<file path="src/rtl/stopwatch_pkg.sv">
// Shared lap-record definitions for the stopwatch lap memory.
package stopwatch_pkg;

    localparam int NSLOT = 5;
    localparam int TW    = 7;
    localparam int REC_W = 3 * TW;

    typedef logic [REC_W-1:0] lap_rec_t;
    typedef logic [2:0]       slot_idx_t;

    localparam lap_rec_t  EMPTY_REC = 21'd0;
    localparam slot_idx_t NSLOT_U   = 3'd5;

    // Packs {minutes, seconds, centiseconds} verbatim into one record.
    function automatic lap_rec_t pack_rec(input logic [TW-1:0] mm,
                                          input logic [TW-1:0] ss,
                                          input logic [TW-1:0] cc);
        return {mm, ss, cc};
    endfunction

endpackage

</file>
<file path="src/rtl/btn_edge.sv">
// Rising-edge strobe for a debounced level button: one-cycle pulse per press.
module btn_edge (
    input  logic clk,
    input  logic reset,
    input  logic btn,
    output logic strobe
);

    logic btn_q;
    logic btn_d;

    // Next value of the delayed button copy.
    always_comb begin
        btn_d = btn;
    end

    // Delayed copy of the button level.
    always_ff @(posedge clk) begin
        if (reset) begin
            btn_q <= 1'b0;
        end else begin
            btn_q <= btn_d;
        end
    end

    assign strobe = btn & ~btn_q;

endmodule

</file>
<file path="src/rtl/lap_recorder.sv">
// Lap memory: captures live time into five slots while running, lets the
// user browse or clear them while paused, and flashes on each capture.
module lap_recorder
    import stopwatch_pkg::*;
#(
    parameter logic [23:0] FLASH_CYCLES = 24'd5000000
) (
    input  logic        clk,
    input  logic        reset,
    input  logic        run,
    input  logic        lap_btn,
    input  logic        browse_btn,
    input  logic        clr_btn,
    input  logic [6:0]  m,
    input  logic [6:0]  s,
    input  logic [6:0]  sms,
    output logic [20:0] dat1,
    output logic [20:0] dat2,
    output logic [20:0] dat3,
    output logic [20:0] dat4,
    output logic [20:0] dat5,
    output logic        o1,
    output logic        o2,
    output logic        o3,
    output logic        o4,
    output logic        o5,
    output logic [2:0]  num,
    output logic        pulse,
    output logic        full
);

    logic lap_ev;
    logic browse_ev;
    logic clr_ev;

    btn_edge u_lap_edge (
        .clk    (clk),
        .reset  (reset),
        .btn    (lap_btn),
        .strobe (lap_ev)
    );

    btn_edge u_browse_edge (
        .clk    (clk),
        .reset  (reset),
        .btn    (browse_btn),
        .strobe (browse_ev)
    );

    btn_edge u_clr_edge (
        .clk    (clk),
        .reset  (reset),
        .btn    (clr_btn),
        .strobe (clr_ev)
    );

    lap_rec_t         dat_q [NSLOT];
    lap_rec_t         dat_d [NSLOT];
    logic [NSLOT-1:0] o_q,     o_d;
    slot_idx_t        wp_q,    wp_d;
    slot_idx_t        cnt_q,   cnt_d;
    slot_idx_t        num_q,   num_d;
    logic [23:0]      flash_q, flash_d;
    logic             full_q,  full_d;
    logic             capture;

    // Next-state for slots, pointers, browse index and flash timer.
    always_comb begin
        for (int i = 0; i < NSLOT; i++) begin
            dat_d[i] = dat_q[i];
        end
        o_d     = o_q;
        wp_d    = wp_q;
        cnt_d   = cnt_q;
        num_d   = num_q;
        flash_d = flash_q;

        capture = lap_ev && run && (cnt_q < NSLOT_U);

        if (capture) begin
            for (int i = 0; i < NSLOT; i++) begin
                if (wp_q == slot_idx_t'(i)) begin
                    dat_d[i] = pack_rec(m, s, sms);
                    o_d[i]   = 1'b0;
                end
            end
            wp_d    = wp_q + 3'd1;
            cnt_d   = cnt_q + 3'd1;
            flash_d = FLASH_CYCLES;
        end else if (flash_q != 24'd0) begin
            flash_d = flash_q - 24'd1;
        end

        // Running always shows live time; clear beats browse when paused.
        if (run) begin
            num_d = 3'd0;
        end else if (clr_ev) begin
            for (int i = 0; i < NSLOT; i++) begin
                dat_d[i] = EMPTY_REC;
            end
            o_d   = '1;
            wp_d  = 3'd0;
            cnt_d = 3'd0;
            num_d = 3'd0;
        end else if (browse_ev) begin
            num_d = (num_q < cnt_q) ? num_q + 3'd1 : 3'd0;
        end

        full_d = (cnt_d == NSLOT_U);
    end

    // State registers with synchronous reset.
    always_ff @(posedge clk) begin
        if (reset) begin
            for (int i = 0; i < NSLOT; i++) begin
                dat_q[i] <= EMPTY_REC;
            end
            o_q     <= '1;
            wp_q    <= 3'd0;
            cnt_q   <= 3'd0;
            num_q   <= 3'd0;
            flash_q <= 24'd0;
            full_q  <= 1'b0;
        end else begin
            for (int i = 0; i < NSLOT; i++) begin
                dat_q[i] <= dat_d[i];
            end
            o_q     <= o_d;
            wp_q    <= wp_d;
            cnt_q   <= cnt_d;
            num_q   <= num_d;
            flash_q <= flash_d;
            full_q  <= full_d;
        end
    end

    assign dat1  = dat_q[0];
    assign dat2  = dat_q[1];
    assign dat3  = dat_q[2];
    assign dat4  = dat_q[3];
    assign dat5  = dat_q[4];
    assign o1    = o_q[0];
    assign o2    = o_q[1];
    assign o3    = o_q[2];
    assign o4    = o_q[3];
    assign o5    = o_q[4];
    assign num   = num_q;
    assign pulse = (flash_q != 24'd0);
    assign full  = full_q;

endmodule

</file>
<file path="config.mk">
export PLATFORM = sky130hd
export DESIGN_NAME = lap_recorder
export DESIGN_NICKNAME = d
export VERILOG_FILES = /design/src/rtl/stopwatch_pkg.sv /design/src/rtl/btn_edge.sv /design/src/rtl/lap_recorder.sv
export SDC_FILE = /design/constraint.sdc
export NUM_CORES = 1
export LEC_CHECK = 0
export ABC_CLOCK_PERIOD_IN_PS = 5400
export CAP_MARGIN = 40
export CORE_ASPECT_RATIO = 1.75
export CORE_MARGIN = 2
export CORE_UTILIZATION = 30
export CTS_BUF_LIST = sky130_fd_sc_hd__clkbuf_16
export DETAILED_ROUTE_END_ITERATION = 12
export HOLD_SLACK_MARGIN = 0.03
export PLACE_DENSITY_LB_ADDON = 0.1
export SYNTH_ARGS = -nofsm -noshare
export SYNTH_HDL_FRONTEND = slang
export SYNTH_SLANG_ARGS = --single-unit
</file>
<file path="constraint.sdc">
create_clock -name clk -period 5.4 [get_ports clk]
set_input_delay 1.08 -clock clk [delete_from_list [all_inputs] [get_ports clk]]
set_output_delay 1.08 -clock clk [all_outputs]
set_load 0.01 [all_outputs]
</file>
# Word level (Yosys, flattened, before mapping)
# Memory sizes are Yosys's and may differ from the RTL's.
# Cells that the tools add are included.
[word_totals] in_bits=27 register_bits=42 ramBits=105 mem_count=1
[op_classes] n_lt_le_gt_ge=2 bitwise=11 n_reduce_logical=7 n_addsub=4 n_eq_ne=5 mux=33
[mem_list] name="dat_q" words=5 width=21 rd=5 rd_ports_with_merged_regs=0 write_ports=5 line_no="lap_recorder.sv:57" text="lap_rec_t dat_q [NSLOT];"
[op_table] operator="2-to-1 mux 105 bit" n=3
[op_table] operator="2-to-1 mux 21 bit" n=10
[op_table] operator="2-to-1 mux 23 bit" n=2
[op_table] operator="nonzero test 24 bit" n=1
[op_table] operator="subtractor 24 x 1 -> 24 bit (second input constant)" n=1
[op_table] operator="2-to-1 mux 3 bit" n=7
[op_table] operator="2-to-1 mux 5 bit" n=3
[op_table] operator="adder 3 x 1 -> 3 bit (second input constant)" n=3
[op_table] operator="2-to-1 mux 1 bit" n=8
[op_table] operator="equality test 3 x 2 -> 1 bit (second input constant)" n=2
[op_table] operator="equality test 3 bit (second input constant)" n=2
[op_table] operator="bitwise OR 1 bit" n=5
[op_table] operator="AND 1 bit" n=3
[op_table] operator="equality test 3 x 1 -> 1 bit (second input constant)" n=1
[op_table] operator="logical NOT 3 bit" n=1
[op_table] operator="< comparator 3 bit" n=1
[op_table] operator="< comparator 3 bit (second input constant)" n=1
[op_table] operator="inverter 1 bit" n=3
[op_table] operator="OR reduction 3 bit" n=1
[op_table] operator="logical AND 1 bit" n=2
[op_table] operator="nonzero test 2 bit" n=1
[op_table] operator="OR reduction 2 bit" n=1

# Logic depth before layout (Yosys ltp)
[depth] word_depth=8 depth_mapped=7 ltp_nobuf=6

# By module
# From an unflattened synthesis, not the netlist that was laid out.
[unflattened] hier_cells=660 hier_area_um2=5652.9
[by_module_without_submodules] mod="lap_recorder" area_per_inst_um2=5510.3 instances=1 cells_each=651
[by_module_without_submodules] mod="btn_edge" area_per_inst_um2=47.5 instances=3 cells_each=3

# Worst setup path before layout
# Ideal clock, no wire load.
[synth_timing] path_kind="reg-to-output" start="register flash_q[18]" end="output port pulse" t_required_ps=4320 path_buffers=1 path_stages_with_launch=5 path_slack_ps=2953 arrival_time_ps=1367 cell_sequence="dfxtp_1 or4_4 nor3_2 buf_2 nand2_1"
[synth_between] elab_chain_cells=1
[synth_lines] element="start, declared" line_no="lap_recorder.sv:63" text="logic [23:0] flash_q, flash_d;"
[synth_lines] element="start signal, assigned" line_no="lap_recorder.sv:132" text="flash_q <= flash_d;"
[synth_lines] element="nonzero test 24 bit" line_no="lap_recorder.sv:148" text="assign pulse = (flash_q != 24'd0);"
[synth_lines] element="end, declared" line_no="lap_recorder.sv:28" text="output logic pulse,"
# No other way between the ends.

# Worst setup path after layout
[layout_timing] start="register flash_q[14]" end="output port pulse"
# Same word-level chain as after synthesis.

==> results.cfg <==
[outcome]
run_status = finished clean

[finish]
most_frequent_standard_cell_in_the_layout_excluding_fill_and_tap_cells = sky130_fd_sc_hd__nand2_1
areaGrowthSynthToFinish_pct = 39.5
number_of_antenna_diodes = 0
instances_no_fill = 1097
final_cell_mix = 233 x sky130_fd_sc_hd__nand2_1, 147 x sky130_fd_sc_hd__dfxtp_1, 141 x sky130_fd_sc_hd__clkdlybuf4s50_1, 117 x sky130_fd_sc_hd__a21oi_1, 17 x sky130_fd_sc_hd__clkbuf_16
drive_gt1_share_pct = 6.43
final.fill_count = 1973
postLayoutCoreUtil_pct = 42.6
nets = 881

[critical_path]
critPathMaxFanout = 10
crit_required_ns = 4.32
category_of_the_worst_setup_path_launch_point = flop
cp-startpoint = flash_q[14]
r2r.worst_path.cells = 4
capturing_element_type_of_the_critical_path = output port
r2r_end = full
ff2ff_setup_slack_ns = 2.86
arrival_time_of_the_worst_setup_path_ns = 2.53
timing_worst_setup_path_type = reg2out
worstReg2RegStart = cnt_q[0]

[routing]
drc_errors = 0
via_count = 5368
drt_iter0_markers = 279
via_per_inst = 4.89
drt_pre_antenna_iters = 4
drt-wirelength-per-cell_um = 16.3
drtAntennaViolNets = 0
drt_wirelength_um = 17900

[pwr]
intPower_uw = 2220
cellLeakagePower_uw = 0.00273
combinational_power_share_pct = 22.9
irDropWorstVdd_v = 0.000212
power.net_switching_uw = 1020
clock_power_share_pct = 38.1
pwr_density_cell_mw_per_mm2 = 398
switching_power_as_a_share_of_total_power_pct = 31.3
power.sequential.fraction_pct = 39.0

[sta]
final.setup.tns_ns = 0
final.setup_skew_ns = 0.0123
slew_headroom_pct = 36.7
slew_viol_final = 0
max_slew.worst_pin.slew_ns = 0.943
max_freq_mhz = 277
final_hold_viol_count = 0
post-route-period-util_pct = 66.9
final-setup-viol-count = 0
post-route-min-period_ns = 3.61
setup_repair_after_global_routing_missed_its_margin = no

[synth]
netlist_area_mm2 = 0.00583
ys_ff_latch = 147
synth_ff_type = sky130_fd_sc_hd__dfxtp_1
synth_edf_count = 0
synth-warning-count = 0
yosys-top-cells-area = sky130_fd_sc_hd__dfxtp_1 50%, sky130_fd_sc_hd__nand2_1 15%, sky130_fd_sc_hd__a21oi_1 10%, sky130_fd_sc_hd__clkbuf_1 2.6%, sky130_fd_sc_hd__ha_1 2.4%
synth_top_cell_by_area = sky130_fd_sc_hd__dfxtp_1
post_synth.cell_area_avg_um2 = 8.15
netlist_instances = 715
synthDistinctLibCells = 47
synth.yosys.seq_area_share_pct = 50.5
synth.net_count = 753
async_reset_ff_share_pct = 0
post-synth-top-area-fraction_pct = 50.5

[worst_hold_path]
min-delay-start = dat_q[0][80]
worst_min_delay_path_category = reg2reg
holdPathStages = 2
worst_hold_path_endpoint = dat_q[0][80]

[cts]
cts.repair.resized = 0
clock_tree.buffer_depth = 2
cts-hold-fix-buffers = 0
insertion_delay_ns = 0.43
cts-htree-levels = 4
post-cts-setup-buffer-count = 0
cts.root.buffer_cell = sky130_fd_sc_hd__clkbuf_16
cts_buffers = 17
clock_tree_from_tritoncts = built
numClockSinks = 147
clock_transition_at_the_registers_of_the_reported_paths_ns = 0.07

[die]
start_util_pct = 30.5
die_width_um = 109
die_height_um = 188
dieArea_mm2 = 0.0206
std_cell_rows = 67
io_pins = 142
design.core.area_mm2 = 0.0191

[grt]
antenna_found_initial = 0
pin_count_of_the_biggest_net_entering_global_routing = 60
globalRouteTotalUtil_pct = 17.5
grt_overflow_total = 0
number_of_global_route_vias_before_repair = 5098
wire_length_of_the_first_global_routing_pass_um = 27600

[placed_design]
dpl.hpwl_um = 13300
io_buffers = 141
final_estimated_routing_congestion_in_global_placement = 0.797
dpl.cell_count = 1065

[run]
max-cap-violations = 0
==> metrics by stage <==
stage | setup slack [ns] | hold WS, ns | total power (uW) | instance area, um^2
global placement | 1.85 | 0.436 | 2000 | 7410
CTS | 1.74 | 0.455 | 3270 | 8140
finish | 1.79 | 0.452 | 3240 | 8140
detailed placement | 2.04 | 0.444 | 2030 | 7520
global route | 1.64 | 0.474 | 3400 | 8140
floorplan | 2.95 | 0.438 | 1790 | 5830
==> logic make-up after synthesis <==
kind of cell / share of synthesized area (%)
flops: 50.5
compound gates: 16.0
xor+xnor: 0.751
mux: 1.55
simple gates: 25.3
buf+inv: 3.52
fa+ha+maj: 2.36
==> critical path, cell delays in order, from the launching register on <==
cell and delay [ns]:
sky130_fd_sc_hd__dfxtp_1 0.35, sky130_fd_sc_hd__nor4_2 0.60, sky130_fd_sc_hd__and4_1 0.53, sky130_fd_sc_hd__nand2_1 0.13, sky130_fd_sc_hd__clkdlybuf4s50_1 0.50
==> final cells by class <==
| cell class | instances | area, um^2 | share of cell area [%] |
|---|---|---|---|
| clock buffer | 17 | 425 | 5.23 |
| clock inverter | 15 | 191 | 2.35 |
| inverter | 10 | 37.5 | 0.461 |
| multi-input combinational | 514 | 2690 | 33.1 |
| sequential | 147 | 2940 | 36.2 |
| tap | 241 | 302 | 3.71 |
| timing repair buffer | 153 | 1550 | 19.0 |
==> worst max path at each step <==
stage,slack [ns],to,depth (start not counted)
2_1_floorplan,2.95,pulse,4
3_3_place_gp,1.85,o_q[0],4
3_5_place_dp,2.04,dat_q[0][33],6
4_1_cts,1.74,pulse,4
5_1_grt,1.64,pulse,4
6_report,1.79,pulse,4
==> routing by layer <==
layer / track usage, % / wire [um] / up-vias / part of all wire (%)
li1: - / - / 2693 / -
met5: 0 / 0 / - / 0
met1: 18.4 / 6800 / 2533 / 38
met2: 33.1 / 10000 / 124 / 56
met3: 2.97 / 684 / 18 / 3.8
met4: 7.40 / 364 / 0 / 2.0
==> sequential cells by signal, indices dropped and copies added, names as in the netlist <==
register / flops
wp_q: 3
u_clr_edge.btn_q: 1
o_q: 5
full: 1
num: 3
u_browse_edge.btn_q: 1
u_lap_edge.btn_q: 1
flash_q: 24
cnt_q: 3
dat_q: 105
==> power by group through the flow <==
stage | registers, uW | logic (uW) | clock network (uW)
final | 1260 | 741 | 1230
after global routing | 1280 | 816 | 1310
after detailed placement | 1280 | 745 | 0
after floorplan | 1260 | 527 | 0
after CTS | 1260 | 748 | 1260
after global placement | 1280 | 726 | 0
==> cells in the mapped netlist (2+ instances only) <==
| master | instances |
|---|---|
| sky130_fd_sc_hd__inv_1 | 10 |
| sky130_fd_sc_hd__mux2i_1 | 9 |
| sky130_fd_sc_hd__o21ai_0 | 9 |
| sky130_fd_sc_hd__nor4_1 | 2 |
| sky130_fd_sc_hd__and4_1 | 4 |
| sky130_fd_sc_hd__clkbuf_1 | 41 |
| sky130_fd_sc_hd__or4_1 | 6 |
| sky130_fd_sc_hd__dfxtp_1 | 147 |
| sky130_fd_sc_hd__nand2_1 | 233 |
| sky130_fd_sc_hd__o311ai_0 | 2 |
| sky130_fd_sc_hd__or3_1 | 12 |
| sky130_fd_sc_hd__a21oi_1 | 117 |
| sky130_fd_sc_hd__nand2b_1 | 10 |
| sky130_fd_sc_hd__a211oi_1 | 8 |
| sky130_fd_sc_hd__o31ai_1 | 4 |
| sky130_fd_sc_hd__nor2_1 | 14 |
| sky130_fd_sc_hd__nor4_4 | 2 |
| sky130_fd_sc_hd__buf_2 | 2 |
| sky130_fd_sc_hd__ha_1 | 11 |
| sky130_fd_sc_hd__or2_2 | 4 |
| sky130_fd_sc_hd__nand4_2 | 2 |
| sky130_fd_sc_hd__xnor2_1 | 4 |
| sky130_fd_sc_hd__nor2b_1 | 3 |
| sky130_fd_sc_hd__nor3_1 | 11 |
| sky130_fd_sc_hd__nand3_1 | 6 |
| sky130_fd_sc_hd__a21o_1 | 7 |
| sky130_fd_sc_hd__and3_1 | 2 |
| sky130_fd_sc_hd__nand4_1 | 6 |
| sky130_fd_sc_hd__a2111oi_0 | 6 |
| sky130_fd_sc_hd__a31oi_1 | 4 |
(Power assumes the default switching activity.)
